===== src/rtl/accum_pkg.sv =====
// Shared types for the multi-lane accumulator: opcode and controller state.
package accum_pkg;

    typedef enum logic [1:0] {
        OP_ADD   = 2'd0,
        OP_SUB   = 2'd1,
        OP_LOAD  = 2'd2,
        OP_CLEAR = 2'd3
    } accum_op_e;

    typedef enum logic [1:0] {
        IDLE = 2'd0,
        EXEC = 2'd1,
        DONE = 2'd2
    } accum_state_e;

endpackage


===== src/rtl/accum_lane.sv =====
// One accumulator lane: arithmetic on the update strobe, optional clamping,
// and a sticky over/underflow flag.
module accum_lane
    import accum_pkg::*;
#(
    parameter int ACCUM_WIDTH = 32,
    parameter int ADD_WIDTH   = 16,
    parameter int SATURATE    = 0
) (
    input  logic                   clk,
    input  logic                   reset,
    input  logic                   upd,
    input  accum_op_e              op,
    input  logic                   en,
    input  logic [ADD_WIDTH-1:0]   operand,
    input  logic                   clr_ovf,
    output logic [ACCUM_WIDTH-1:0] accum,
    output logic                   ovf
);

    logic [ACCUM_WIDTH-1:0] acc_q, acc_d;
    logic                   ovf_q, ovf_d;
    logic [ACCUM_WIDTH-1:0] ext;
    logic [ACCUM_WIDTH:0]   sum, diff;
    logic                   set;

    assign ext  = ACCUM_WIDTH'(operand);
    assign sum  = {1'b0, acc_q} + {1'b0, ext};
    assign diff = {1'b0, acc_q} - {1'b0, ext};

    always_comb begin
        acc_d = acc_q;
        set   = 1'b0;
        if (upd && en) begin
            case (op)
                OP_ADD: begin
                    acc_d = sum[ACCUM_WIDTH-1:0];
                    if (sum[ACCUM_WIDTH]) begin
                        set = 1'b1;
                        if (SATURATE != 0) acc_d = '1;
                    end
                end
                OP_SUB: begin
                    acc_d = diff[ACCUM_WIDTH-1:0];
                    if (diff[ACCUM_WIDTH]) begin
                        set = 1'b1;
                        if (SATURATE != 0) acc_d = '0;
                    end
                end
                OP_LOAD:  acc_d = ext;
                OP_CLEAR: acc_d = '0;
                default:  acc_d = acc_q;
            endcase
        end
        // A fresh overflow on this edge beats a simultaneous clear.
        ovf_d = set | (ovf_q & ~clr_ovf);
    end

    always_ff @(posedge clk) begin
        if (reset) begin
            acc_q <= '0;
            ovf_q <= 1'b0;
        end else begin
            acc_q <= acc_d;
            ovf_q <= ovf_d;
        end
    end

    assign accum = acc_q;
    assign ovf   = ovf_q;

endmodule


===== src/rtl/accum_multi.sv =====
// Multi-lane accumulator: request capture, IDLE/EXEC/DONE controller,
// completed-op counter, and one accum_lane per lane.
module accum_multi
    import accum_pkg::*;
#(
    parameter int LANES       = 4,
    parameter int ACCUM_WIDTH = 32,
    parameter int ADD_WIDTH   = 16,
    parameter int SATURATE    = 0,
    parameter int COUNT_WIDTH = 16
) (
    input  logic                                clk,
    input  logic                                reset,
    input  logic                                in_valid,
    output logic                                in_ready,
    input  accum_op_e                           op,
    input  logic [LANES-1:0]                    lane_en,
    input  logic [LANES-1:0][ADD_WIDTH-1:0]     add,
    output logic [LANES-1:0][ACCUM_WIDTH-1:0]   accum,
    output logic                                out_valid,
    input  logic                                out_ready,
    output logic [LANES-1:0]                    ovf,
    input  logic                                clr_ovf,
    output logic [COUNT_WIDTH-1:0]              op_count,
    output accum_state_e                        dbg_state
);

    if (ADD_WIDTH > ACCUM_WIDTH) begin : g_width_check
        $error("accum_multi: ADD_WIDTH must not exceed ACCUM_WIDTH");
    end

    // Handshakes: a request transfers on a clock edge where in_valid && in_ready;
    // a response transfers on an edge where out_valid && out_ready. out_valid
    // stays high until that transfer; in_ready is high only in IDLE.
    accum_state_e                  state_q, state_d;
    logic                          in_ready_q;
    logic [COUNT_WIDTH-1:0]        op_count_q;
    accum_op_e                     op_q;
    logic [LANES-1:0]              lane_en_q;
    logic [LANES-1:0][ADD_WIDTH-1:0] add_q;
    logic                          capture;
    logic                          upd;

    always_comb begin
        state_d = state_q;
        capture = 1'b0;
        upd     = 1'b0;
        case (state_q)
            IDLE: begin
                if (in_valid && in_ready_q) begin
                    capture = 1'b1;
                    state_d = EXEC;
                end
            end
            EXEC: begin
                upd     = 1'b1;
                state_d = DONE;
            end
            DONE: begin
                if (out_ready) state_d = IDLE;
            end
            default: state_d = IDLE;
        endcase
    end

    // in_ready is registered so it stays low for the first cycle after reset.
    always_ff @(posedge clk) begin
        if (reset) begin
            state_q    <= IDLE;
            in_ready_q <= 1'b0;
            op_count_q <= '0;
        end else begin
            state_q    <= state_d;
            in_ready_q <= (state_d == IDLE);
            if (upd) op_count_q <= op_count_q + 1'b1;
        end
    end

    always_ff @(posedge clk) begin
        if (capture) begin
            op_q      <= op;
            lane_en_q <= lane_en;
            add_q     <= add;
        end
    end

    for (genvar i = 0; i < LANES; i++) begin : g_lane
        accum_lane #(
            .ACCUM_WIDTH (ACCUM_WIDTH),
            .ADD_WIDTH   (ADD_WIDTH),
            .SATURATE    (SATURATE)
        ) u_lane (
            .clk     (clk),
            .reset   (reset),
            .upd     (upd),
            .op      (op_q),
            .en      (lane_en_q[i]),
            .operand (add_q[i]),
            .clr_ovf (clr_ovf),
            .accum   (accum[i]),
            .ovf     (ovf[i])
        );
    end

    assign in_ready  = in_ready_q;
    assign out_valid = (state_q == DONE);
    assign op_count  = op_count_q;
    assign dbg_state = state_q;

endmodule


===== config.mk =====
export PLATFORM = sky130hd
export DESIGN_NAME = accum_multi
export DESIGN_NICKNAME = d
export VERILOG_FILES = /design/src/rtl/accum_pkg.sv /design/src/rtl/accum_lane.sv /design/src/rtl/accum_multi.sv
export SDC_FILE = /design/constraint.sdc
export NUM_CORES = 1
export LEC_CHECK = 0
export CELL_PAD_IN_SITES_DETAIL_PLACEMENT = 1
export CELL_PAD_IN_SITES_GLOBAL_PLACEMENT = 1
export CORE_MARGIN = 1
export CORE_UTILIZATION = 35
export CTS_CLUSTER_DIAMETER = 30
export DETAILED_ROUTE_END_ITERATION = 10
export HOLD_SLACK_MARGIN = 0.02
export PLACE_DENSITY = 0.81
export SLEW_MARGIN = 20
export SYNTH_ARGS = -nofsm -noshare
export SYNTH_HDL_FRONTEND = slang
export SYNTH_SLANG_ARGS = --single-unit

===== constraint.sdc =====
create_clock -name clk -period 11.2 [get_ports clk]
set_input_delay 1.68 -clock clk [delete_from_list [all_inputs] [get_ports clk]]
set_output_delay 1.68 -clock clk [all_outputs]
set_load 0.01 [all_outputs]

# Word-level counts from Yosys, hierarchy flattened
# Index checks and enable logic that the tools add are counted.
# Widths: inputs -> output; s select.
[totals]
ff_bits = 221
latch_bits = 0
ramBits = 0
romBits = 0
in_bits = 75
out_inout_bits = 152
wordCells = 74
memories = 0
[op_classes]
n_addsub = 9
multipliers = 0
n_div = 0
n_lt_le_gt_ge = 0
eq_ne = 5
shifts = 0
n_mux = 26
bitwise_logic = 9
n_reduce_logical = 8
[ops]
columns = ["operator", "n"]
rows = [
  ["$pmux 32 s4", 4],
  ["$add 32x16->33", 4],
  ["$sub 32x16->33", 4],
  ["$add 16x1->16 const B", 1],
  ["$mux 1", 15],
  ["$pmux 1 s2", 4],
  ["$eq 2x2->1 const B", 3],
  ["$logic_not 2->1", 3],
  ["$pmux 2 s3", 1],
  ["$logic_and 1x1->1", 5],
  ["$and 1x1->1", 4],
  ["$eq 2x1->1 const B", 2],
  ["$mux 2", 2],
  ["$or 1x1->1", 4],
  ["$not 1->1", 1],
]

# Longest topological paths before layout
# Gate-level depths: netlist (run 1).
[depth]
ltp_word = 5
depth_mapped = 14
mapped_depth_nobuf = 13

# By module
# Synthesis (run 1) repeated with hierarchy kept, for this count alone.
[unflattened]
hier_cells = 2406
area_unflattened_um2 = 19244.7
[by_module_without_submodules]
columns = ["mod", "n_inst", "cells_per_inst", "area_per_inst_um2", "seq_area_each_um2"]
rows = [
  ["accum_lane (g_lane[0].u_lane ...)", 3, 560, 4046.4, 660.6],
  ["accum_lane (g_lane[3].u_lane)", 1, 565, 4171.5, 660.6],
  ["accum_multi", 1, 161, 2934.1, 2482.4],
]

# Worst setup path before layout (run 1)
# No wires, ideal clock.
[synth_timing]
path_kind = "input to register"
start = "input in_valid"
end = "register add_q[0] (netlist bit), enable pin"
setup_ns = 0.586
t_arrival_ns = 6.539
required_time_ns = 10.614
slack_ns = 4.074
path_stages = 2
n_path_buf = 0
path_cell_list = "nand2_1 nor3_1"
[synth_between]
elab_chain_len = 3
[synth_rtl]
columns = ["item", "line_no", "text"]
rows = [
  ["start: declaration", "accum_multi.sv:14", "input logic in_valid,"],
  ["$logic_and 1x1->1", "accum_multi.sv:50", "if (in_valid && in_ready_q) begin"],
  ["$mux 1", "accum_multi.sv:50", ""],
  ["$mux 1", "accum_multi.sv:48", "case (state_q)"],
  ["via capture", "accum_multi.sv:41", "logic capture;"],
  ["end signal: assignment", "accum_multi.sv:83", "add_q <= add;"],
  ["end: declaration", "accum_multi.sv:40", "logic [LANES-1:0][ADD_WIDTH-1:0] add_q;"],
]
# The timed path passes the listed nets, and every way through them passes these cells.
# A chain may end at the register's enable or synchronous reset.

# Worst setup path after layout (run 1)
[layout_timing]
start = "register g_lane[3].u_lane.acc_q[0]"
end = "register g_lane[3].u_lane.acc_q[18]"
[layout_between]
elab_chain_len = 2
elab_cells_between_ends = 3
cone_classes = "add/sub (2); mux (1)"
[layout_rtl]
columns = ["item", "line_no", "text"]
rows = [
  ["start: declaration", "accum_lane.sv:21", "logic [ACCUM_WIDTH-1:0] acc_q, acc_d;"],
  ["start signal: assignment", "accum_lane.sv:61", "acc_q <= '0;"],
  ["start signal: assignment", "accum_lane.sv:64", "acc_q <= acc_d;"],
  ["$sub 32x16->33 or $add 32x16->33 (tied branches)", "accum_lane.sv:29, accum_lane.sv:28", ""],
  ["$pmux 32 s4 (*)", "accum_lane.sv:35", "case (op)"],
]
# Mark *: on every way between the ends. The rest lies on a longest branch, timed or not.

==> results of run 1 <==
-- area by class of cell --
| cell class | count | area [µm²] | share of cell area [%] |
|---|---|---|---|
| multi-input combinational | 1719 | 11200 | 49.9 |
| sequential | 221 | 5120 | 22.8 |
| timing repair buffer | 249 | 2430 | 10.8 |
| clock buffer | 97 | 2040 | 9.06 |
| tap | 664 | 831 | 3.70 |
| inverter | 142 | 533 | 2.37 |
| clock inverter | 28 | 308 | 1.37 |
| antenna | 1 | 2.50 | 0.0111 |
-- metal layers --
metal	vias to the layer above	global-route usage [%]	wire length [µm]
li1	8541	-	-
met5	-	0	0
met4	0	11.1	2460
met1	9117	31.3	28100
met3	159	5.71	4230
met2	597	43.9	31700
-- placed cells by master (no fill, tap or decap), types with 17 or more instances in the layout --
master / synthesis / routed
clkdlybuf4s50_1: 0 / 225
nor2_1: 213 / 210
a21oi_1: 197 / 197
o21ai_0: 173 / 173
nand2_1: 152 / 151
dfxtp_1: 151 / 151
inv_1: 141 / 139
ha_1: 129 / 129
nor3_1: 82 / 80
clkbuf_16: 0 / 73
edfxtp_1: 70 / 70
nand3_1: 63 / 63
xnor2_1: 56 / 56
a31oi_1: 48 / 48
or3_1: 44 / 44
nor2b_1: 34 / 34
a21o_1: 28 / 28
a211oi_1: 27 / 27
nand2b_1: 26 / 26
xor2_1: 25 / 25
mux2i_1: 25 / 25
o21a_1: 24 / 24
buf_4: 4 / 24
and3_1: 23 / 23
o31ai_1: 22 / 22
o211ai_1: 21 / 21
nor4_1: 20 / 20
nand4_1: 18 / 18
a221oi_1: 17 / 17
a22oi_1: 17 / 17
a221o_1: 17 / 17
-- path summary, 6_finish.rpt --
check | slack [ps] | depth (start not counted) | to | startpoint
setup / recovery | 7280 | 13 | g_lane[3].u_lane.accum[18] | g_lane[3].u_lane.accum[0]
hold / removal | 470 | 2 | g_lane[3].u_lane.ovf | g_lane[3].u_lane.ovf
setup reg to reg | 7280 | 13 | g_lane[3].u_lane.accum[18] | g_lane[3].u_lane.accum[0]
hold reg to reg | 470 | 2 | g_lane[3].u_lane.ovf | g_lane[3].u_lane.ovf
-- worst max-delay path: cells and delay by family (launching register included) --
family,cells,cell delay [ps]
AO/OA/AOI/OAI,6,1710
AND/OR/NAND/NOR,2,780
adder cells (fa/ha/maj),2,610
flip-flops,1,320
multiplexers,1,210
buffers and inverters,2,140
-- through the flow --
step	hold slack [ps]	setup WS (ps)	std cells
final	465	7280	3121
after global routing	514	6970	3121
after CTS	475	7320	3120
after detailed placement	454	7330	2995
after global placement	443	7360	2995
after floorplan	426	4070	2234
-- logic make-up after synthesis --
| kind of cell | count (synthesis) | synth area share (%) |
|---|---|---|
| simple gates | 735 | 20.6 |
| compound gates | 730 | 27.1 |
| flops | 221 | 29.4 |
| fa+ha+maj | 137 | 10.2 |
| mux | 36 | 2.15 |
| xor+xnor | 81 | 4.07 |
| buf+inv | 294 | 6.47 |
-- report_power, final --
group | total (mW) | switching, mW | leakage [nW] | internal, mW
Sequential | 0.890 | 0.0311 | 1.87 | 0.859
Clock | 1.94 | 0.559 | 1.15 | 1.39
Combinational | 0.402 | 0.241 | 5.86 | 0.161
-- sequential cells by signal, indices dropped and copies added (netlist names) --
name                 cells
g_lane.u_lane.ovf        4
in_ready                 1
add_q                   64
op_q                     2
g_lane.u_lane.accum    128
op_count                16
lane_en_q                4
dbg_state                2
==> results.py, run 1 <==
metrics = {
    "status": {
        "outcome": "finished, final reports clean",
    },
    "cells_and_area": {
        "drive_above_1_share_pct": 7.33,
        "syn2layout_area_growth_pct": 29.0,
        "fin_util_pct": 45.8,
        "fin_area_um2": 22500,
        "fin_nets": 2616,
        "num-fill-cells": 5907,
    },
    "clock_tree": {
        "cts_root_buffer": "clkbuf_16",
        "clk_latency_ps": 590,
        "cts.clk_slew.worst_paths_ps": 40,
        "hold_buffers": 0,
        "cts_inserted_buffers": 71,
        "cts_tree": "built",
        "cts_setup_buffers": 0,
        "post_cts_resized": 0,
        "cts_sinks": 221,
        "cts_buffer_depth": 3,
        "htree_levels": 3,
    },
    "timing": {
        "rsz0062_at_grt": "false",
        "finalCritPeriodShare_pct": 35.0,
        "min_period_ps": 3920,
        "fmax_ghz": 0.255,
        "fin_setup_tns_ps": 0,
        "maxSlewHeadroom_pct": 29.3,
        "slew_violations": 0,
        "skew_ps": 23.8,
        "setup_viol": 0,
        "tightest_slew_ps": 1060,
        "hold_violations": 0,
    },
    "synth": {
        "synth_cell_type_count": 83,
        "synth_common_cells": "213 x nor2_1, 197 x a21oi_1, 173 x o21ai_0",
        "syn_nets": 2446,
        "syn-cell-area_um2": 17400,
        "ys_seq_area_share_pct": 29.4,
        "syn_inst": 2234,
        "synth.avg_cell_area_um2": 7.80,
        "synth_top_area_share_pct": 17.3,
        "yosys_warnings": 0,
        "synth-main-ff-cell": "dfxtp_1",
        "synth_most_common_cell": "nor2_1",
        "synth_seq_cells": 221,
        "synth_edf_count": 70,
        "synthTopCellsByArea": "dfxtp_1 17%, edfxtp_1 12%, ha_1 9.3%, a21oi_1 5.7%, o21ai_0 5.0%",
        "async_flop_share_pct": 0,
        "yosysTopAreaCell": "dfxtp_1",
    },
    "power_and_ir_drop": {
        "ir_drop_mv": 0.0968,
        "total_power_mw": 3.24,
        "power.density_nw_per_um2": 144,
        "leakage_nw": 8.87,
    },
    "setup_path": {
        "cp_slowest_cell": "a2111oi_0",
        "crit_arrival_ps": 4340,
        "criticalPathCategory": "reg -> reg",
        "path_cells": "inv_1, ha_1, inv_1, fa_1, a211oi_1, o21ai_0, a31o_2, a2111oi_0, nor3_2, or4_1, o21ai_0, mux2i_1, a21oi_1",
        "required_ps": 11620,
        "endpoint_kind": "flip-flop",
        "worstSetupStartpointType": "flip-flop",
        "critical_path.max_stage_delay_ps": 690,
        "cp_max_fo": 11,
    },
    "floorplanning": {
        "ios": 227,
        "die_area_um2": 50700,
        "start_util_pct": 35.5,
        "fp-row-count": 81,
        "core_area_um2": 49100,
        "die_h_um": 225,
        "die_w_um": 225,
    },
    "grt": {
        "antenna_found_initial": 1,
        "overflow": 0,
        "grt_max_degree": 69,
        "grt_util_all_layers_pct": 25.9,
        "grt_pass1_vias": 19179,
        "grt_pass1_wl_um": 105000,
    },
    "hold_path": {
        "hold_class": "reg -> reg",
    },
    "placement": {
        "portBuffers": 226,
        "place_area_um2": 20100,
        "place.gp.congestion": 0.938,
        "hpwl_um": 46000,
    },
    "routing": {
        "drtIter0Drc": 1346,
        "via_per_inst": 5.90,
        "drtAntennaViolNets": 0,
        "wire_per_inst_um": 21.3,
        "detail_route.wirelength_um": 66500,
        "drt_first_pass_iters": 7,
        "vias": 18414,
        "drc_errors": 0,
    },
    "job": {
        "maxCapViolations": 0,
    },
}
Note: power is estimated with default switching activity, not from simulation.
==> run 2: changes to the inputs <==
==> constraint.sdc (replaced) <==
create_clock -name clk -period 4 [get_ports clk]
set_input_delay 0.6 -clock clk [delete_from_list [all_inputs] [get_ports clk]]
set_output_delay 0.6 -clock clk [all_outputs]
set_load 0.01 [all_outputs]
==> run 2 against run 1 <==
  * Sequential power rose to 2.8 times the previous value
  * Clock-buffer cell count up 1
  * Worst setup slack worse by 6900 ps
  * Combinational power rose to 2.8 times the previous value
  * Sequential share of layout area down 0.21 points
  * Largest power group unchanged
==> results.py, run 2 (synthesis gave the netlist of run 1 again) <==
metrics = {
    "setup_path": {
        "critical_path.max_stage_delay_ps": 410,
        "crit_arrival_ps": 4160,
        "critical_path_buf_inv_count": 2,
        "cp_slowest_cell": "fa_1",
        "criticalPathCategory": "reg -> reg",
        "required_ps": 4500,
        "worst_path_most_repeated_cell": "inv_1",
        "endpoint_kind": "flip-flop",
        "critPathTopFamily": "compound AO/OA/AOI/OAI gates",
        "cp_max_fo": 4,
        "path_cells": "inv_1, ha_1, inv_1, fa_1, a211oi_1, o21ai_0, a31oi_1, a21oi_1, a221o_1, nor4_2, nand3_1, or3_1, a41oi_1",
        "worstSetupStartpointType": "flip-flop",
    },
    "cells_and_area": {
        "seq_area_um2": 5120,
        "syn2layout_area_growth_pct": 30.2,
        "drive_above_1_share_pct": 8.10,
        "num-fill-cells": 5913,
        "fin_nets": 2632,
        "largest_reg_flops": 128,
        "mostFrequentLayoutCell": "clkdlybuf4s50_1",
        "multi_input_area_um2": 11200,
        "final_cell_mix": "225 x clkdlybuf4s50_1, 210 x nor2_1, 197 x a21oi_1",
        "antennaDiodeCount": 0,
    },
    "grt": {
        "overflow": 0,
        "grt_max_degree": 72,
        "grt_util_all_layers_pct": 26.0,
        "grt_pass1_wl_um": 105000,
        "antenna_found_initial": 0,
        "grt_pass1_vias": 19574,
    },
    "floorplanning": {
        "die_area_um2": 50700,
        "core_area_um2": 49100,
        "fp-row-count": 81,
        "die_w_um": 225,
        "die_h_um": 225,
        "ios": 227,
        "start_util_pct": 35.5,
    },
    "placement": {
        "portBuffers": 226,
        "place.gp.congestion": 0.890,
        "hpwl_um": 45500,
    },
    "timing": {
        "rsz0062_at_grt": "false",
        "maxSlewHeadroom_pct": 37.5,
        "tightest_slew_ps": 914,
        "slew_violations": 0,
        "min_period_ps": 3660,
        "fmax_ghz": 0.273,
        "skew_ps": 17.3,
        "hold_violations": 0,
        "setup_viol": 0,
        "fin_setup_tns_ps": 0,
        "finalCritPeriodShare_pct": 91.6,
    },
    "routing": {
        "wire_per_inst_um": 21.2,
        "drtAntennaViolNets": 0,
        "drt_first_pass_iters": 5,
        "drtIter0Drc": 1193,
        "detail_route.wirelength_um": 66600,
        "vias": 18347,
        "drc_errors": 0,
        "via_per_inst": 5.83,
    },
    "hold_path": {
        "hold_class": "reg -> reg",
    },
    "clock_tree": {
        "hold_buffers": 0,
        "cts.clk_slew.worst_paths_ps": 40,
        "cts_inserted_buffers": 73,
        "htree_levels": 3,
        "cts_buffer_depth": 3,
        "cts_sinks": 221,
        "post_cts_resized": 0,
        "clk_latency_ps": 600,
        "cts_setup_buffers": 0,
        "cts_root_buffer": "clkbuf_16",
        "cts_tree": "built",
    },
    "status": {
        "outcome": "finished, final reports clean",
    },
    "power_and_ir_drop": {
        "power.density_nw_per_um2": 408,
        "leakage_nw": 8.99,
        "ir_drop_mv": 0.280,
        "total_power_mw": 9.26,
    },
    "job": {
        "maxCapViolations": 0,
    },
}
run 2: cell count changes in the layout (fill, tap and decap cells not counted), sizes merged:
cell | before | now
clkinvlp | 4 | 3
clkinv | 20 | 27
inv | 140 | 144
buf | 24 | 38
diode | 1 | 0
clkbuf | 97 | 98
run 2: path summary, 6_finish.rpt:
kind	from	cells past startpoint	to	slack, ps
worst min-delay path	g_lane[0].u_lane.ovf	2	g_lane[0].u_lane.ovf	450
worst max register to register	g_lane[2].u_lane.accum[0]	13	g_lane[2].u_lane.accum[30]	340
worst max-delay path	g_lane[2].u_lane.accum[0]	13	g_lane[2].u_lane.accum[30]	340
worst min register to register	g_lane[0].u_lane.ovf	2	g_lane[0].u_lane.ovf	450
run 2: report_power, final:
group / total, mW / internal [mW] / switching, mW
Combinational: 1.14 / 0.460 / 0.682
Sequential: 2.49 / 2.40 / 0.0817
Clock: 5.63 / 3.93 / 1.70
Total: 9.26 / 6.80 / 2.47
run 2: layer usage:
| metal | GRT usage (%) | wire [µm] | up-vias |
|---|---|---|---|
| met5 | 0 | 0 | - |
| met4 | 10.7 | 2230 | 0 |
| met3 | 6.45 | 4180 | 173 |
| met2 | 44.7 | 32300 | 556 |
| met1 | 30.7 | 27900 | 9032 |
| li1 | - | - | 8586 |
run 2: per-stage QoR:
stage	std cells	area, µm²	setup slack [ps]	hold WS [ps]	utilization (%)
finish	3145	22700	336	454	46.3
global route	3145	22700	60.7	497	46.3
global placement	3009	20200	305	450	41.3
CTS	3145	22700	88.8	462	46.2
detailed placement	3009	20200	140	456	41.3
floorplan	2234	17400	132	426	-
run 2: area by class of cell:
cell class              instances  area share (%)
repair buffers                263            11.2
clock inverters                38            1.70
multi-input cells            1719            49.5
inverters                     142            2.35
clock buffers                  98            9.01
flip-flops and latches        221            22.6
well taps                     664            3.66
run 2: worst reg2reg max path, delay by kind of cell (launching register included):
family / cells / cell delay (ps)
compound gates: 6 / 1730
simple gates: 3 / 780
fa+ha+maj: 2 / 590
flops: 1 / 330
buf+inv: 2 / 140
==> run 3: changes to the inputs <==
--- a/config.mk
+++ b/config.mk
@@ -9,11 +9,12 @@
 export CELL_PAD_IN_SITES_GLOBAL_PLACEMENT = 1
 export CORE_MARGIN = 1
 export CORE_UTILIZATION = 35
+export CTS_BUF_LIST = sky130_fd_sc_hd__clkbuf_8
 export CTS_CLUSTER_DIAMETER = 30
 export DETAILED_ROUTE_END_ITERATION = 10
 export HOLD_SLACK_MARGIN = 0.02
 export PLACE_DENSITY = 0.81
-export SLEW_MARGIN = 20
+export SLEW_MARGIN = 15
 export SYNTH_ARGS = -nofsm -noshare
 export SYNTH_HDL_FRONTEND = slang
 export SYNTH_SLANG_ARGS = --single-unit
==> run 3 against run 2 <==
  * Sequential share of layout area up 0.51 points
  * Clock power is 18% lower
  * Cell area is 2.2% lower
  * Clock skew increased by 21 ps
  * Register-to-register slack about the same
  * Global-route usage is 0.29 points lower
  * Critical path type unchanged
  * Critical endpoint unchanged
  * Highest routed layer unchanged
==> results.py, run 3 (synthesis gave the netlist of run 1 again) <==
metrics = {
    "placement": {
        "place_area_um2": 20200,
        "hpwl_um": 45400,
        "portBuffers": 226,
        "place.gp.congestion": 0.890,
    },
    "floorplanning": {
        "die_w_um": 225,
        "die_area_um2": 50700,
        "ios": 227,
        "die_h_um": 225,
        "core_area_um2": 49100,
        "fp-row-count": 81,
        "start_util_pct": 35.5,
    },
    "grt": {
        "grt_max_degree": 72,
        "grt_pass1_vias": 19292,
        "grt_busiest_layer": "met2",
        "overflow": 0,
        "gr-usage-met1_pct": 30.3,
        "grt_util_all_layers_pct": 25.7,
        "use_met2_pct": 44.0,
        "grt_pass1_wl_um": 104000,
        "grt_use_met3_pct": 6.14,
        "antenna_found_initial": 1,
    },
    "timing": {
        "tightest_slew_ps": 1150,
        "fmax_ghz": 0.273,
        "hold_violations": 0,
        "skew_ps": 38.6,
        "finalCritPeriodShare_pct": 91.7,
        "rsz0062_at_grt": "false",
        "maxSlewHeadroom_pct": 23.3,
        "min_period_ps": 3670,
        "fin_setup_tns_ps": 0,
        "slew_violations": 0,
        "setup_viol": 0,
    },
    "cells_and_area": {
        "mostFrequentLayoutCell": "clkdlybuf4s50_1",
        "seq_area_um2": 5120,
        "multi_input_area_um2": 11200,
        "largest_reg_flops": 128,
        "final_cell_mix": "225 x clkdlybuf4s50_1, 210 x nor2_1, 197 x a21oi_1",
        "drive_above_1_share_pct": 8.67,
        "fin_area_um2": 22200,
        "syn2layout_area_growth_pct": 27.3,
        "fin_nets": 2638,
        "num-fill-cells": 5925,
    },
    "setup_path": {
        "regToRegSetupSlack_ps": 330,
        "critical_path.max_stage_delay_ps": 420,
        "cp.depth": 13,
        "worstSetupStartpointType": "flip-flop",
        "setup.worst_path.end": "g_lane[2].u_lane.accum[30]",
        "path_cells": "inv_1, ha_1, inv_1, fa_1, a211oi_1, o21ai_0, a31oi_1, a21oi_1, a221o_1, nor4_2, nand3_1, or3_1, a41oi_1",
        "reg2reg_depth": 13,
        "crit_start": "g_lane[2].u_lane.accum[0]",
        "cp_slowest_cell": "a31oi_1",
        "critPathTopFamily": "compound AO/OA/AOI/OAI gates",
        "rr_startpoint": "g_lane[2].u_lane.accum[0]",
        "required_ps": 4580,
        "worst_path_most_repeated_cell": "inv_1",
        "endpoint_kind": "flip-flop",
        "crit_arrival_ps": 4250,
        "critical_path_buf_inv_count": 2,
        "cp_max_fo": 4,
        "r2r_end": "g_lane[2].u_lane.accum[30]",
        "criticalPathCategory": "reg -> reg",
    },
    "clock_tree": {
        "cts_setup_buffers": 0,
        "cts_tree": "built",
        "clk_latency_ps": 690,
        "cts_buffer_depth": 3,
        "cts_root_buffer": "clkbuf_8",
        "cts_inserted_buffers": 79,
        "cts.clk_slew.worst_paths_ps": 50,
        "hold_buffers": 0,
        "cts_sinks": 221,
        "htree_levels": 3,
    },
    "status": {
        "outcome": "finished, final reports clean",
    },
    "hold_path": {
        "hold_class": "reg -> reg",
        "worstHoldPathCells": 2,
    },
    "routing": {
        "via_per_inst": 5.79,
        "drtIter0Drc": 1221,
        "vias": 18283,
        "drc_errors": 0,
        "wire_per_inst_um": 21.0,
        "drtAntennaViolNets": 0,
        "drt_first_pass_iters": 5,
        "detail_route.wirelength_um": 66200,
    },
    "power_and_ir_drop": {
        "ir_drop_mv": 0.356,
        "power.density_nw_per_um2": 372,
        "leakage_nw": 8.81,
    },
    "job": {
        "maxCapViolations": 0,
    },
}
[run 3: cell types whose count changed in the layout (fill, tap and decap cells not counted), sizes merged]
cell / before / now
bufinv: 6 / 17
clkinv: 27 / 29
inv: 144 / 153
clkbuf: 98 / 87
clkinvlp: 3 / 2
diode: 0 / 2
[run 3: final cells by class]
type / count / share of cell area (%)
Multi-Input combinational cell: 1719 / 50.6
Sequential cell: 221 / 23.1
Timing Repair Buffer: 263 / 11.5
Clock buffer: 87 / 5.40
Tap cell: 664 / 3.75
Clock inverter: 59 / 3.27
Inverter: 142 / 2.40
Antenna cell: 2 / 0.0226
[run 3: power breakdown]
| part | switching, mW | internal, mW |
|---|---|---|
| registers | 0.0811 | 2.40 |
| clock network | 1.53 | 3.11 |
| logic | 0.680 | 0.460 |
[run 3: how the worst min path moves through the flow]
stage / startpoint / to
after floorplan: g_lane[3].u_lane.ovf / g_lane[3].u_lane.ovf
after global placement: g_lane[3].u_lane.ovf / g_lane[3].u_lane.ovf
after detailed placement: g_lane[3].u_lane.ovf / g_lane[3].u_lane.ovf
after CTS: add[53] / add_q[53]
after global routing: add[55] / add_q[55]
final: g_lane[3].u_lane.ovf / g_lane[3].u_lane.ovf
[run 3: worst min-delay path: cells and delay by family, from the launching register on]
family	cells	cell delay, ps
AND/OR/NAND/NOR	1	50
flip-flops	1	320
AO/OA/AOI/OAI	1	50
[run 3: routing by layer]
layer  routed length [µm]  up-vias  share of wire, %
met3                 4140      175               6.3
met1                28100     8984                42
met4                 2420        0               3.7
met5                    0        -                 0
met2                31600      534                48
li1                     -     8590                 -
[run 3: metrics by stage]
stage / utilization, % / std cells / total power [mW] / worst slack [ps] / hold slack [ps]
floorplan: - / 2234 / 3.22 / 132 / 426
global placement: 41.3 / 3009 / 3.60 / 305 / 450
detailed placement: 41.3 / 3009 / 3.64 / 224 / 447
CTS: 45.2 / 3155 / 8.34 / 190 / 413
global route: 45.2 / 3156 / 8.57 / 51.0 / 423
finish: 45.2 / 3157 / 8.26 / 331 / 458
[run 3: what timing repair did]
item / CTS / global route
hold endpoints to repair: 0 / 0
endpoints found under the setup margin: 0 / 5
resized for setup: 0 / 2
